[config.mk]
export PLATFORM = sky130hd
export DESIGN_NAME = command_dispatch_inex_flat
export DESIGN_NICKNAME = d
export VERILOG_FILES = /design/src/rtl/command_dispatch_inex_if.sv /design/src/rtl/command_dispatch_inex.sv /design/src/flat_wrapper.sv
export SDC_FILE = /design/constraint.sdc
export NUM_CORES = 1
export LEC_CHECK = 0
export CAP_MARGIN = 20
export CORE_MARGIN = 2
export CORE_UTILIZATION = 52
export DETAILED_ROUTE_END_ITERATION = 10
export PLACE_DENSITY = 0.74
export SYNTH_ARGS = -nofsm -noshare
export SYNTH_HDL_FRONTEND = slang
export SYNTH_SLANG_ARGS = --single-unit
[constraint.sdc]
create_clock -name i_clk -period 6.3 [get_ports i_clk]
set_clock_uncertainty 0.2 [all_clocks]
set_input_delay 1.26 -clock i_clk [delete_from_list [all_inputs] [get_ports i_clk]]
set_output_delay 1.26 -clock i_clk [all_outputs]
set_load 0.02 [all_outputs]
[src/rtl/command_dispatch_inex_if.sv]
// Command/register-bus/response signal bundle for command_dispatch_inex.
// The slave modport is the dispatcher's view; master is the driver side.
interface command_dispatch_inex_if;
  logic [65:0] iv_command;
  logic        i_command_wr;
  logic [29:0] ov_addr;
  logic [31:0] ov_wdata;
  logic        o_wr;
  logic        o_rd;
  logic [31:0] iv_rdata;
  logic        i_rd_ack;
  logic [65:0] ov_resp;
  logic        o_resp_wr;
  logic [15:0] ov_drop_cnt;
  logic        o_busy;

  modport slave (
    input  iv_command, i_command_wr, iv_rdata, i_rd_ack,
    output ov_addr, ov_wdata, o_wr, o_rd, ov_resp, o_resp_wr, ov_drop_cnt, o_busy
  );

  modport master (
    output iv_command, i_command_wr, iv_rdata, i_rd_ack,
    input  ov_addr, ov_wdata, o_wr, o_rd, ov_resp, o_resp_wr, ov_drop_cnt, o_busy
  );
endinterface

[src/rtl/command_dispatch_inex.sv]
// Buffers tagged commands in a FIFO and executes each as one register-bus access.
// Define WRITE_ACK_EN to emit a tagged acknowledge response after every write.
module command_dispatch_inex #(
  parameter int unsigned FIFO_DEPTH  = 8,
  parameter int unsigned FIFO_AW     = 3,
  parameter int unsigned TIMEOUT_CYC = 255
) (
  input logic                    i_clk,
  input logic                    i_rst_n,
  command_dispatch_inex_if.slave bus_io
);

  typedef enum logic [1:0] {StIdle, StDecode, StWait, StResp} state_e;

  localparam logic [1:0] TypeWr   = 2'b01;
  localparam logic [1:0] TypeRd   = 2'b10;
  localparam logic [1:0] TypeResp = 2'b11;
  localparam logic [7:0] TmoLast  = 8'(TIMEOUT_CYC - 1);

  logic [65:0]      fifo_q [FIFO_DEPTH];
  logic [FIFO_AW:0] wptr_q, rptr_q;
  logic             fifo_empty, fifo_full, pop, push, fifo_drop;

  state_e      state_q;
  logic [65:0] hold_q;
  logic [7:0]  tmo_q;
  logic [29:0] addr_q;
  logic [31:0] wdata_q;
  logic        wr_q, rd_q, resp_wr_q;
  logic [65:0] resp_q;
  logic [15:0] drop_q, drop_d;
  logic        fsm_drop;
  logic [16:0] drop_sum;

  // Extra pointer bit distinguishes full from empty when the indices match.
  assign fifo_empty = (wptr_q == rptr_q);
  assign fifo_full  = (wptr_q[FIFO_AW] != rptr_q[FIFO_AW]) &&
                      (wptr_q[FIFO_AW-1:0] == rptr_q[FIFO_AW-1:0]);
  assign pop        = (state_q == StIdle) && !fifo_empty;
  assign push       = bus_io.i_command_wr && (!fifo_full || pop);
  assign fifo_drop  = bus_io.i_command_wr && !push;

  always_comb begin
    fsm_drop = 1'b0;
    if (state_q == StDecode) begin
      fsm_drop = (hold_q[65:64] != TypeWr) && (hold_q[65:64] != TypeRd);
    end else if (state_q == StWait) begin
      fsm_drop = !bus_io.i_rd_ack && (tmo_q == TmoLast);
    end
  end

  // A FIFO overflow and an FSM drop can land in the same cycle.
  always_comb begin
    drop_sum = {1'b0, drop_q} + {16'd0, fifo_drop} + {16'd0, fsm_drop};
    drop_d   = drop_sum[16] ? 16'hFFFF : drop_sum[15:0];
  end

  always_ff @(posedge i_clk) begin
    if (push) begin
      fifo_q[wptr_q[FIFO_AW-1:0]] <= bus_io.iv_command;
    end
  end

  always_ff @(posedge i_clk or negedge i_rst_n) begin
    if (!i_rst_n) begin
      state_q   <= StIdle;
      wptr_q    <= '0;
      rptr_q    <= '0;
      hold_q    <= '0;
      tmo_q     <= '0;
      addr_q    <= '0;
      wdata_q   <= '0;
      wr_q      <= 1'b0;
      rd_q      <= 1'b0;
      resp_wr_q <= 1'b0;
      resp_q    <= '0;
      drop_q    <= '0;
    end else begin
      wr_q      <= 1'b0;
      rd_q      <= 1'b0;
      resp_wr_q <= 1'b0;
      resp_q    <= '0;
      drop_q    <= drop_d;
      if (push) begin
        wptr_q <= wptr_q + 1'b1;
      end
      unique case (state_q)
        StIdle: begin
          if (pop) begin
            hold_q  <= fifo_q[rptr_q[FIFO_AW-1:0]];
            rptr_q  <= rptr_q + 1'b1;
            state_q <= StDecode;
          end
        end
        StDecode: begin
          if (hold_q[65:64] == TypeWr) begin
            addr_q  <= hold_q[61:32];
            wdata_q <= hold_q[31:0];
            wr_q    <= 1'b1;
`ifdef WRITE_ACK_EN
            state_q <= StResp;
`else
            state_q <= StIdle;
`endif
          end else if (hold_q[65:64] == TypeRd) begin
            addr_q  <= hold_q[61:32];
            rd_q    <= 1'b1;
            tmo_q   <= '0;
            state_q <= StWait;
          end else begin
            state_q <= StIdle;
          end
        end
        StWait: begin
          // Ack is checked first so it wins over a coincident timeout.
          if (bus_io.i_rd_ack) begin
            hold_q[31:0] <= bus_io.iv_rdata;
            state_q      <= StResp;
          end else if (tmo_q == TmoLast) begin
            hold_q[31:0] <= 32'hDEAD_BEEF;
            state_q      <= StResp;
          end else begin
            tmo_q <= tmo_q + 8'd1;
          end
        end
        StResp: begin
          resp_q    <= {TypeResp, hold_q[63:0]};
          resp_wr_q <= 1'b1;
          state_q   <= StIdle;
        end
        default: state_q <= StIdle;
      endcase
    end
  end

  assign bus_io.ov_addr     = addr_q;
  assign bus_io.ov_wdata    = wdata_q;
  assign bus_io.o_wr        = wr_q;
  assign bus_io.o_rd        = rd_q;
  assign bus_io.ov_resp     = resp_q;
  assign bus_io.o_resp_wr   = resp_wr_q;
  assign bus_io.ov_drop_cnt = drop_q;
  assign bus_io.o_busy      = !fifo_empty || (state_q != StIdle);

endmodule

[src/flat_wrapper.sv]
// flat-port wrapper written by rule: the top's interface ports become plain ports
module command_dispatch_inex_flat 
#(
  parameter int unsigned FIFO_DEPTH  = 8,
  parameter int unsigned FIFO_AW     = 3,
  parameter int unsigned TIMEOUT_CYC = 255
)
  (i_clk, i_rst_n, bus_io_iv_command, bus_io_i_command_wr, bus_io_iv_rdata, bus_io_i_rd_ack, bus_io_ov_addr, bus_io_ov_wdata, bus_io_o_wr, bus_io_o_rd, bus_io_ov_resp, bus_io_o_resp_wr, bus_io_ov_drop_cnt, bus_io_o_busy);
  command_dispatch_inex_if bus_io_i ();
  input logic i_clk;
  input logic i_rst_n;
  input wire logic [$bits(bus_io_i.iv_command)-1:0] bus_io_iv_command;
  input wire logic [$bits(bus_io_i.i_command_wr)-1:0] bus_io_i_command_wr;
  input wire logic [$bits(bus_io_i.iv_rdata)-1:0] bus_io_iv_rdata;
  input wire logic [$bits(bus_io_i.i_rd_ack)-1:0] bus_io_i_rd_ack;
  output wire logic [$bits(bus_io_i.ov_addr)-1:0] bus_io_ov_addr;
  output wire logic [$bits(bus_io_i.ov_wdata)-1:0] bus_io_ov_wdata;
  output wire logic [$bits(bus_io_i.o_wr)-1:0] bus_io_o_wr;
  output wire logic [$bits(bus_io_i.o_rd)-1:0] bus_io_o_rd;
  output wire logic [$bits(bus_io_i.ov_resp)-1:0] bus_io_ov_resp;
  output wire logic [$bits(bus_io_i.o_resp_wr)-1:0] bus_io_o_resp_wr;
  output wire logic [$bits(bus_io_i.ov_drop_cnt)-1:0] bus_io_ov_drop_cnt;
  output wire logic [$bits(bus_io_i.o_busy)-1:0] bus_io_o_busy;
  assign bus_io_i.iv_command = bus_io_iv_command;
  assign bus_io_i.i_command_wr = bus_io_i_command_wr;
  assign bus_io_i.iv_rdata = bus_io_iv_rdata;
  assign bus_io_i.i_rd_ack = bus_io_i_rd_ack;
  assign bus_io_ov_addr = bus_io_i.ov_addr;
  assign bus_io_ov_wdata = bus_io_i.ov_wdata;
  assign bus_io_o_wr = bus_io_i.o_wr;
  assign bus_io_o_rd = bus_io_i.o_rd;
  assign bus_io_ov_resp = bus_io_i.ov_resp;
  assign bus_io_o_resp_wr = bus_io_i.o_resp_wr;
  assign bus_io_ov_drop_cnt = bus_io_i.ov_drop_cnt;
  assign bus_io_o_busy = bus_io_i.o_busy;
  command_dispatch_inex #(.FIFO_DEPTH(FIFO_DEPTH), .FIFO_AW(FIFO_AW), .TIMEOUT_CYC(TIMEOUT_CYC)) u_core (.i_clk(i_clk), .i_rst_n(i_rst_n), .bus_io(bus_io_i));
endmodule
==> qor.tcl, run 1 <==
set qor(status) {finished, final reports clean}
set qor(synthTopCellsByCount) {edfxtp_1, dfrtp_1, mux2i_1}
set qor(combPwrFrac_pct) 31.8
set qor(final_max_slew_viol_count) 0
set qor(yosysMostFrequentCell) {edfxtp_1}
set qor(syn_to_final_growth_pct) 19.7
set qor(yosys.cell_types.count) 59
set qor(synthCells) 1648
set qor(cts.sink_count) 757
set qor(final-hold-violation-count) 0
set qor(die_h_um) 241
set qor(total_power_density_per_cell_area_nw_per_um2) 486
set qor(maxCapViolCount) 0
set qor(drive_above_1_share_pct) 15.7
set qor(ctsHoldBuffers) 0
set qor(routed_wl_mm) 64.3
set qor(clk_latency_ps) 610
set qor(fraction_of_power_consumed_by_sequential_logic_pct) 41.9
set qor(leakage_nw) 13.0
set qor(clk_path_buf_depth) 3
set qor(gp_routability_congestion) 0.837
set qor(regToRegSetupSlack_ps) 2680
set qor(floorplan.io_pins) 250
set qor(stdcell_area_um2) 34900
set qor(share_clk_of_total_power_pct) 26.2
set qor(num_vias) 15700
set qor(rsz0062_at_grt) {no}
set qor(ant_nets) 0
set qor(route.detailed.wl_per_inst_um) 23.7
set qor(synth_largest_type_area_fraction_pct) 54.3
set qor(post-layout-total-power_mw) 17.0
set qor(detail_route.vias_per_cell) 5.80
set qor(final_min_period_over_clock_period_pct) 68.5
set qor(r2r-start) {u_core.state_q[0]$_DFFE_PN0P_}
set qor(cp_cell_sequence) {xnor2_2, nand3_2, or3_1, clkdlybuf4s50_1}
set qor(synth_area_leaders) {edfxtp_1, dfrtp_1, mux2i_1, mux4_2, mux2_2}
set qor(finalWorstPathRequiredPeriod_ps) 4310
set qor(grt_overflow) 0
set qor(post_cts.resized_instances) 0
set qor(setup_viol) 0
set qor(reg2reg_to) {u_core.bus_io.ov_drop_cnt[15]$_DFF_PN0_}
set qor(detail_route.first_pass.iterations) 5
set qor(psw_mw) 5.47
set qor(grt.busiest_layer) {met2}
set qor(cts.root.buffer_cell) {clkbuf_16}
set qor(grt_antenna_before_repair) 10
set qor(core.rowCount) 86
set qor(groute.layer.met2.usage_pct) 35.1
set qor(ir_drop_v) 0.000356
set qor(worst_hold_path.num_cells) 2
set qor(portBuffers) 249
set qor(hold_path_class) {reg -> reg}
set qor(placement.cell_area_um2) 32400
set qor(critical_path.n_buffers_inverters) 1
set qor(netlist.top_cell.by_area) {edfxtp_1}
set qor(post-dp-hpwl_mm) 38.0
set qor(core-area_um2) 55300
set qor(timing.critical_path.from_type) {flip-flop}
set qor(crit_path_max_fanout) 31
set qor(place_inst) 2569
set qor(slew_headroom_pct) 29.8
set qor(post-place-ws_ps) 2040
set qor(hold_start) {u_core.hold_q[63]$_DFFE_PN0P_}
set qor(grt_pass1_vias) 15700
set qor(clk_transition_reported_paths_ps) 60
set qor(cp-end-kind) {output pin}
set qor(critPathTopFamily) {flip-flops}
set qor(synth_enable_flop_cells) 528
set qor(clock_tree_from_tritoncts) {yes}
set qor(timing_worst_slew_pin_value_ps) 1050
set qor(grtUsageTotal_pct) 22.4
set qor(min_delay_worst_endpoint) {u_core.hold_q[63]$_DFFE_PN0P_}
set qor(ys_warns) 0
set qor(rr_worst_depth) 10
set qor(post_layout_nonfiller_instances) 2712
set qor(switching_share_pct) 32.2
set qor(grt_first_pass_wirelength_mm) 96.6
set qor(sequential_cell_area_fraction_in_the_yosys_report_pct) 73.9
set qor(globalRouteMet1Util_pct) 31.4
set qor(remaining_drc_errors) 0
set qor(initial_core_util_pct) 52.8
set qor(final_nets) 2011
set qor(worst_path_largest_cell_delay_ps) 820
set qor(n_fill_cell) 3847
set qor(post_synth_instance_area_um2) 29200
set qor(fmax_ghz) 0.232
set qor(avgSynthCellArea_um2) 17.7
set qor(synth_top_flop_cell) {edfxtp_1}
set qor(clock_tree.htree_level_count) 3
set qor(post_cts.repair.setup_buffers) 0
set qor(use_met3_pct) 4.95
set qor(critical_path_class) {reg -> out}
set qor(drt_first_iter_violations) 1648
set qor(ys_seq_elements) 757
set qor(internal_power_mw) 11.5
set qor(endpoint_required_time_on_the_critical_path_ps) 4840
set qor(crit_slowest_cell) {dfrtp_4}
set qor(pin_count_of_the_biggest_net_entering_global_routing) 140
set qor(timing.setup.tns_ps) 0
set qor(syn_nets) 1759
set qor(design.die.area_um2) 58100
set qor(cts-buffers-inserted) 75
set qor(async_reset_ff_share_pct) 30.3
set qor(dieWidth_um) 241
set qor(arrival_ps) 2860
set qor(final_critical_path_setup_slack_ps) 1990
layout make-up:
| type | instances | area [um^2] | share of cell area, % |
|---|---|---|---|
| antenna | 6 | 15.0 | 0.0430 |
| clock buffer | 97 | 2120 | 6.06 |
| clock inverter | 38 | 359 | 1.03 |
| inverter | 11 | 41.3 | 0.118 |
| multi-input combinational | 777 | 7080 | 20.2 |
| sequential | 757 | 21600 | 61.8 |
| tap | 748 | 936 | 2.68 |
| timing repair buffer | 278 | 2810 | 8.03 |
metal layers:
| metal | up-vias | wire length, um |
|---|---|---|
| li1 | 6909 | - |
| met2 | 562 | 31200 |
| met5 | - | 37 |
| met3 | 101 | 4590 |
| met4 | 6 | 1400 |
| met1 | 8140 | 27100 |
flip-flops by register name (all words and copies together), names as in the netlist, named ones only:
name and flops:
u_core.fifo_q 528, u_core.hold_q 66, u_core.bus_io.ov_resp 65, u_core.bus_io.ov_wdata 32
u_core.bus_io.ov_addr 30, u_core.bus_io.ov_drop_cnt 16, u_core.tmo_q 8, u_core.rptr_q 4
u_core.wptr_q 4, u_core.bus_io.o_rd 1, u_core.bus_io.o_wr 1, u_core.state_q 1
cells by family (layout without fill, tap and decap cells):
group                    after synthesis  count (layout)  share of synthesized area [%]
AO/OA/AOI/OAI                        184             184                           4.38
XOR/XNOR                              23              23                          0.767
adder cells (fa/ha/maj)                9               9                          0.411
buffers and inverters                114             424                           2.12
flip-flops                           757             757                           73.9
multiplexers                         298             298                           13.5
other                                  0               6                              0
AND/OR/NAND/NOR                      263             263                           4.93
how the worst max path moves through the flow:
stage,slack [ps],cells past startpoint,start,to
after floorplan,1400,2,bus_io_i_command_wr,u_core.fifo_q[4][0]$_DFFE_PP_
after detailed placement,2040,7,bus_io_i_rd_ack,u_core.hold_q[22]$_DFFE_PN0P_
final,1990,4,u_core.rptr_q[0]$_DFFE_PN0P_,bus_io_o_busy
after global routing,1840,4,u_core.rptr_q[0]$_DFFE_PN0P_,bus_io_o_busy
after global placement,2100,7,bus_io_i_rd_ack,u_core.hold_q[17]$_DFFE_PN0P_
after CTS,1920,4,u_core.rptr_q[0]$_DFFE_PN0P_,bus_io_o_busy
cell usage in the layout, fill, tap and decap left out, drive strengths merged, types with 19 or more instances in the layout:
cell,Yosys,layout
mux2i,154,154
edfxtp,528,528
mux4,68,68
nor2b,31,31
nand3,19,19
mux2,76,76
a22oi,58,58
and3,99,99
clkinv,0,27
nand2,72,72
buf,70,30
clkdlybuf4s50,0,248
o32a,30,30
o21ai,64,64
dfrtp,229,229
clkbuf,33,97
through the flow:
stage               hold WS [ps]  utilization (%)
finish                       286             63.2
global route                 316             63.2
CTS                          290             63.1
detailed placement           277             58.6
global placement             276             58.6
floorplan                    243                -
worst register-to-register path: stages (launching register included):
cell	delay, ps
dfrtp_2	560
buf_4	550
or2_1	240
nand2_1	160
nor2_1	210
nand2_1	100
fa_1	430
nor2b_1	370
and4_1	300
nand3_1	100
mux2_2	280
power by group through the flow:
stage          sequential (mW)  clock, mW  combinational, mW
6_report                  7.12       4.46               5.41
3_3_place_gp              7.15          0               5.27
2_1_floorplan             7.28          0               3.39
4_1_cts                   7.13       4.54               5.43
3_5_place_dp              7.22          0               5.39
5_1_grt                   7.23       4.73               5.82
Note: power is estimated with default switching activity, not from simulation.
==> run 2, diff against run 1 <==
Clock period 6.3 ns to 3.84 ns, I/O delays scaled along.
==> qor.tcl, run 2 (same netlist as run 1, synthesis figures left out) <==
set qor(status) {complete, but fails checks}
set qor(violations) {hold timing}
set qor(wl_met1_mm) 27.4
set qor(slew_headroom_pct) 36.9
set qor(timing.critical_path.from_type) {flip-flop}
set qor(cp-endpoint) {bus_io_o_busy}
set qor(arrival_ps) 2710
set qor(dieWidth_um) 241
set qor(detail_route.first_pass.iterations) 8
set qor(reg2reg_to) {u_core.bus_io.ov_drop_cnt[14]$_DFF_PN0_}
set qor(clk_transition_reported_paths_ps) 60
set qor(crit_slowest_cell) {dfrtp_4}
set qor(ant_nets) 0
set qor(die_h_um) 241
set qor(pin_count_of_the_biggest_net_entering_global_routing) 100
set qor(hold_slack_ps) -2.32
set qor(final-hold-violation-count) 2
set qor(commonest_cells_after_routing_fill_and_taps_aside) {edfxtp_1, clkdlybuf4s50_1, dfrtp_1}
set qor(clk_path_buf_depth) 3
set qor(n_fill_cell) 3872
set qor(core.rowCount) 86
set qor(portBuffers) 249
set qor(cts-buffers-inserted) 73
set qor(largest_register_ffs) 528
set qor(remaining_drc_errors) 0
set qor(critPathTopFamily) {flip-flops}
set qor(post-layout-total-power_mw) 27.4
set qor(worstSetupStartpoint) {u_core.rptr_q[1]$_DFFE_PN0P_}
set qor(regToRegSetupSlack_ps) 590
set qor(route.detailed.wl_per_inst_um) 23.5
set qor(design.die.area_um2) 58100
set qor(cp_cell_sequence) {xnor2_2, nand3_2, or3_1, clkdlybuf4s50_1}
set qor(cts.sink_count) 757
set qor(cts.root.buffer_cell) {clkbuf_16}
set qor(fmax_ghz) 0.272
set qor(gp_routability_congestion) 0.821
set qor(grt_antenna_before_repair) 8
set qor(worst_path_largest_cell_delay_ps) 750
set qor(post_cts.repair.setup_buffers) 0
set qor(clock_tree.htree_level_count) 3
set qor(r2r-start) {u_core.rptr_q[1]$_DFFE_PN0P_}
set qor(ctsHoldBuffers) 0
set qor(hold_path_class) {in -> async}
set qor(final_util_pct) 62.9
set qor(crit_cells) 4
set qor(met2_length_mm) 31.3
set qor(total_power_density_per_cell_area_nw_per_um2) 786
set qor(final_max_slew_viol_count) 0
set qor(highest_routing_layer_actually_used) {met5}
set qor(grtUsageTotal_pct) 22.3
set qor(post-dp-hpwl_mm) 38.1
set qor(grt_first_pass_wirelength_mm) 96.9
set qor(drive_above_1_share_pct) 15.7
set qor(post_cts.resized_instances) 0
set qor(maxCapViolCount) 0
set qor(rr_worst_depth) 10
set qor(routed_wl_mm) 64.0
set qor(detail_route.vias_per_cell) 5.73
set qor(rsz0062_at_grt) {no}
set qor(cp-end-kind) {output pin}
set qor(leakage_nw) 13.0
set qor(core-area_um2) 55300
set qor(num_vias) 15600
set qor(endpoint_required_time_on_the_critical_path_ps) 2870
set qor(met3_length_mm) 4.13
set qor(final_min_period_over_clock_period_pct) 95.8
set qor(grt_overflow) 0
set qor(final_nets) 2024
set qor(ir_drop_v) 0.000577
set qor(floorplan.io_pins) 250
set qor(syn_to_final_growth_pct) 19.2
set qor(clk_latency_ps) 600
set qor(drt_first_iter_violations) 1676
set qor(clock_tree_from_tritoncts) {yes}
set qor(timing_worst_slew_pin_value_ps) 946
set qor(finalWorstPathRequiredPeriod_ps) 3680
set qor(final_common_cell) {edfxtp_1}
set qor(setup_viol) 0
set qor(grt_pass1_vias) 15800
set qor(critical_path.n_buffers_inverters) 1
set qor(critical_path_class) {reg -> out}
set qor(initial_core_util_pct) 52.8
set qor(crit_path_max_fanout) 28
[run 2: cell types whose count changed in the layout (fill, tap and decap cells not counted), moves of 3 or more]
cell,change
clkinv_2,-7
clkbuf_8,+5
buf_4,+15
inv_6,+3
bufinv_16,-5
clkbuf_1,+5
clkbuf_16,-6
[run 2: worst min path at each step]
stage | end | slack [ps] | cells past startpoint
5_1_grt | u_core.bus_io.ov_resp[3]$_DFF_PN0_ | 80 | 1
3_3_place_gp | u_core.hold_q[40]$_DFFE_PN0P_ | 280 | 2
3_5_place_dp | u_core.bus_io.ov_addr[10]$_DFFE_PN0P_ | 290 | 1
4_1_cts | u_core.bus_io.ov_wdata[17]$_DFFE_PN0P_ | 40 | 1
6_report | u_core.bus_io.ov_wdata[9]$_DFFE_PN0P_ | -2 | 1
2_1_floorplan | u_core.hold_q[62]$_DFFE_PN0P_ | 240 | 2
[run 2: final cells by class]
class                      instances  area, um^2  area share [%]
clock buffer                     101        2050            5.90
sequential                       757       21600            62.1
tap                              748         936            2.69
clock inverter                    28         184           0.529
inverter                          11        41.3           0.119
antenna                            4        10.0          0.0288
timing repair buffer             293        2920            8.38
multi-input combinational        777        7060            20.3
[run 2: power by group]
group	switching (mW)	internal, mW
sequential	0.955	10.6
combinational	5.07	3.99
clock	2.88	3.86
[run 2: stage by stage]
stage / setup slack [ps] / area, um^2 / hold WS [ps] / TNS [ps] / std cells
6_report: 160 / 34800 / -2.32 / 0 / 2719
5_1_grt: 35.1 / 34800 / 82.3 / 0 / 2718
4_1_cts: 114 / 34800 / 37.0 / 0 / 2715
3_5_place_dp: 270 / 32600 / 295 / 0 / 2586
3_3_place_gp: 301 / 32600 / 281 / 0 / 2586
2_1_floorplan: -706 / 29200 / 243 / -287730 / 1648
[run 2: layer usage]
metal  up-vias  global-route usage [%]
met2       461                    35.6
met1      8066                    31.7
li1       6935                       -
met3        98                    4.31
met4        10                    6.53
met5         -                       0
==> run 3, diff against run 2 <==
Settings changed: CORE_UTILIZATION 52 to 58, PLACE_DENSITY 0.74 to 0.78.
Clock period 3.84 ns to 3.4 ns, I/O delays scaled along.
==> qor.tcl, run 3 (same netlist as run 1, synthesis figures left out) <==
set qor(drt_first_iter_violations) 1655
set qor(place_inst) 2513
set qor(post_layout_nonfiller_instances) 2650
set qor(final-hold-violation-count) 0
set qor(slew_headroom_pct) 38.7
set qor(final_max_slew_viol_count) 0
set qor(fraction_of_power_consumed_by_sequential_logic_pct) 41.2
set qor(globalRouteMet1Util_pct) 36.1
set qor(grt_overflow) 0
set qor(post-layout-total-power_mw) 31.5
set qor(largest_register_ffs) 528
set qor(setup_viol) 0
set qor(switching_share_pct) 32.4
set qor(fmax_ghz) 0.311
set qor(share_clk_of_total_power_pct) 25.6
set qor(grtUsageTotal_pct) 25.3
set qor(worst_hold_path.num_cells) 2
set qor(cts-buffers-inserted) 73
set qor(syn_to_final_growth_pct) 20.0
set qor(cts.sink_count) 757
set qor(final_util_pct) 70.1
set qor(finalWorstPathRequiredPeriod_ps) 3220
set qor(route.detailed.wl_per_inst_um) 24.5
set qor(die_h_um) 228
set qor(initial_core_util_pct) 58.4
set qor(clk_path_buf_depth) 3
set qor(ir_drop_v) 0.000872
set qor(floorplan.io_pins) 250
set qor(maxCapViolCount) 0
set qor(hold_path_class) {reg -> reg}
set qor(core-area_um2) 50000
set qor(detail_route.first_pass.iterations) 7
set qor(groute.layer.met2.usage_pct) 40.1
set qor(ant_nets) 0
set qor(post-dp-hpwl_mm) 37.9
set qor(num_vias) 16000
set qor(final_min_period_over_clock_period_pct) 94.7
set qor(arrival_ps) 2340
set qor(grt_antenna_before_repair) 13
set qor(detail_route.vias_per_cell) 6.03
set qor(crit_path_max_fanout) 9
set qor(grt.busiest_layer) {met2}
set qor(commonest_cells_after_routing_fill_and_taps_aside) {edfxtp_1, clkdlybuf4s50_1, dfrtp_1}
set qor(design.die.area_um2) 52100
set qor(use_met3_pct) 4.65
set qor(cp-end-kind) {output pin}
set qor(grt_first_pass_wirelength_mm) 99.6
set qor(clk_transition_reported_paths_ps) 60
set qor(portBuffers) 249
set qor(routed_wl_mm) 64.9
set qor(psw_mw) 10.2
set qor(grt_pass1_vias) 16200
set qor(cts.root.buffer_cell) {clkbuf_16}
set qor(final_common_cell) {edfxtp_1}
set qor(remaining_drc_errors) 0
set qor(final_nets) 2028
set qor(rsz0062_at_grt) {no}
set qor(clock_tree.htree_level_count) 3
set qor(timing.critical_path.from_type) {flip-flop}
set qor(status) {finished, final reports clean}
set qor(internal_power_mw) 21.3
set qor(gp_routability_congestion) 0.838
set qor(drive_above_1_share_pct) 16.5
set qor(rr_worst_depth) 10
set qor(total_power_density_per_cell_area_nw_per_um2) 898
set qor(post-place-ws_ps) 75.3
set qor(dieWidth_um) 228
set qor(clock_tree_from_tritoncts) {yes}
set qor(combPwrFrac_pct) 33.3
set qor(endpoint_required_time_on_the_critical_path_ps) 2520
set qor(critical_path_class) {reg -> out}
set qor(core.rowCount) 82
set qor(hold_slack_ps) 300
set qor(leakage_nw) 13.1
set qor(pin_count_of_the_biggest_net_entering_global_routing) 115
set qor(final_critical_path_setup_slack_ps) 180
set qor(timing_worst_slew_pin_value_ps) 916
set qor(post_cts.repair.setup_buffers) 0
set qor(clk_latency_ps) 610
[run 3: layout make-up]
type / count / area, um^2
Sequential cell: 757 / 21600
Fill cell: 3083 / 14900
Multi-Input combinational cell: 777 / 7060
Timing Repair Buffer: 297 / 3100
Clock buffer: 98 / 2060
Tap cell: 672 / 841
Clock inverter: 31 / 322
Inverter: 11 / 41.3
Antenna cell: 7 / 17.5
[run 3: worst paths after layout]
path	endpoint	start	slack, ps
setup / recovery	bus_io_o_busy	u_core.wptr_q[1]$_DFFE_PN0P_	180
hold / removal	u_core.hold_q[39]$_DFFE_PN0P_	u_core.hold_q[39]$_DFFE_PN0P_	300
setup reg to reg	u_core.bus_io.ov_drop_cnt[14]$_DFF_PN0_	u_core.wptr_q[1]$_DFFE_PN0P_	430
hold reg to reg	u_core.hold_q[39]$_DFFE_PN0P_	u_core.hold_q[39]$_DFFE_PN0P_	300
max in group asynchronous	u_core.bus_io.ov_addr[7]$_DFFE_PN0P_	i_rst_n	1730
min in group asynchronous	u_core.hold_q[26]$_DFFE_PN0P_	i_rst_n	520
[run 3: per-layer routing]
metal,vias up,routed length (um),share of wire [%]
met2,645,31400,48
met5,-,74,0.11
met1,8282,27200,42
li1,6948,-,-
met3,101,4840,7.5
met4,12,1340,2.1
[run 3: per-stage QoR]
| step | setup TNS [ps] | instance area (um^2) |
|---|---|---|
| after global routing | 0 | 35000 |
| after CTS | 0 | 35000 |
| after global placement | 0 | 32600 |
| after floorplan | -34810 | 29200 |
| after detailed placement | 0 | 32600 |
| final | 0 | 35000 |
[run 3: power groups by stage]
| stage | clock, mW | combinational [mW] | sequential [mW] |
|---|---|---|---|
| after floorplan | 0 | 6.30 | 13.4 |
| after global placement | 0 | 10.1 | 13.0 |
| after detailed placement | 0 | 10.4 | 13.1 |
| after CTS | 8.15 | 10.5 | 13.0 |
| after global routing | 8.54 | 11.2 | 13.1 |
| final | 8.05 | 10.5 | 13.0 |
[run 3: what timing repair did]
| action | 4_1_cts | 5_1_grt |
|---|---|---|
| endpoints found under the hold margin | 91 | 0 |
| setup endpoints to repair | 1 | 0 |
| gates resized for setup | 1 | 0 |
| hold buffers | 1 | 0 |
[run 3: worst max-delay path: stages (launching register included)]
cell,delay [ps]
dfrtp_1,530
xnor2_2,260
nand3_2,220
or3_1,370
dlygate4sd2_1,350
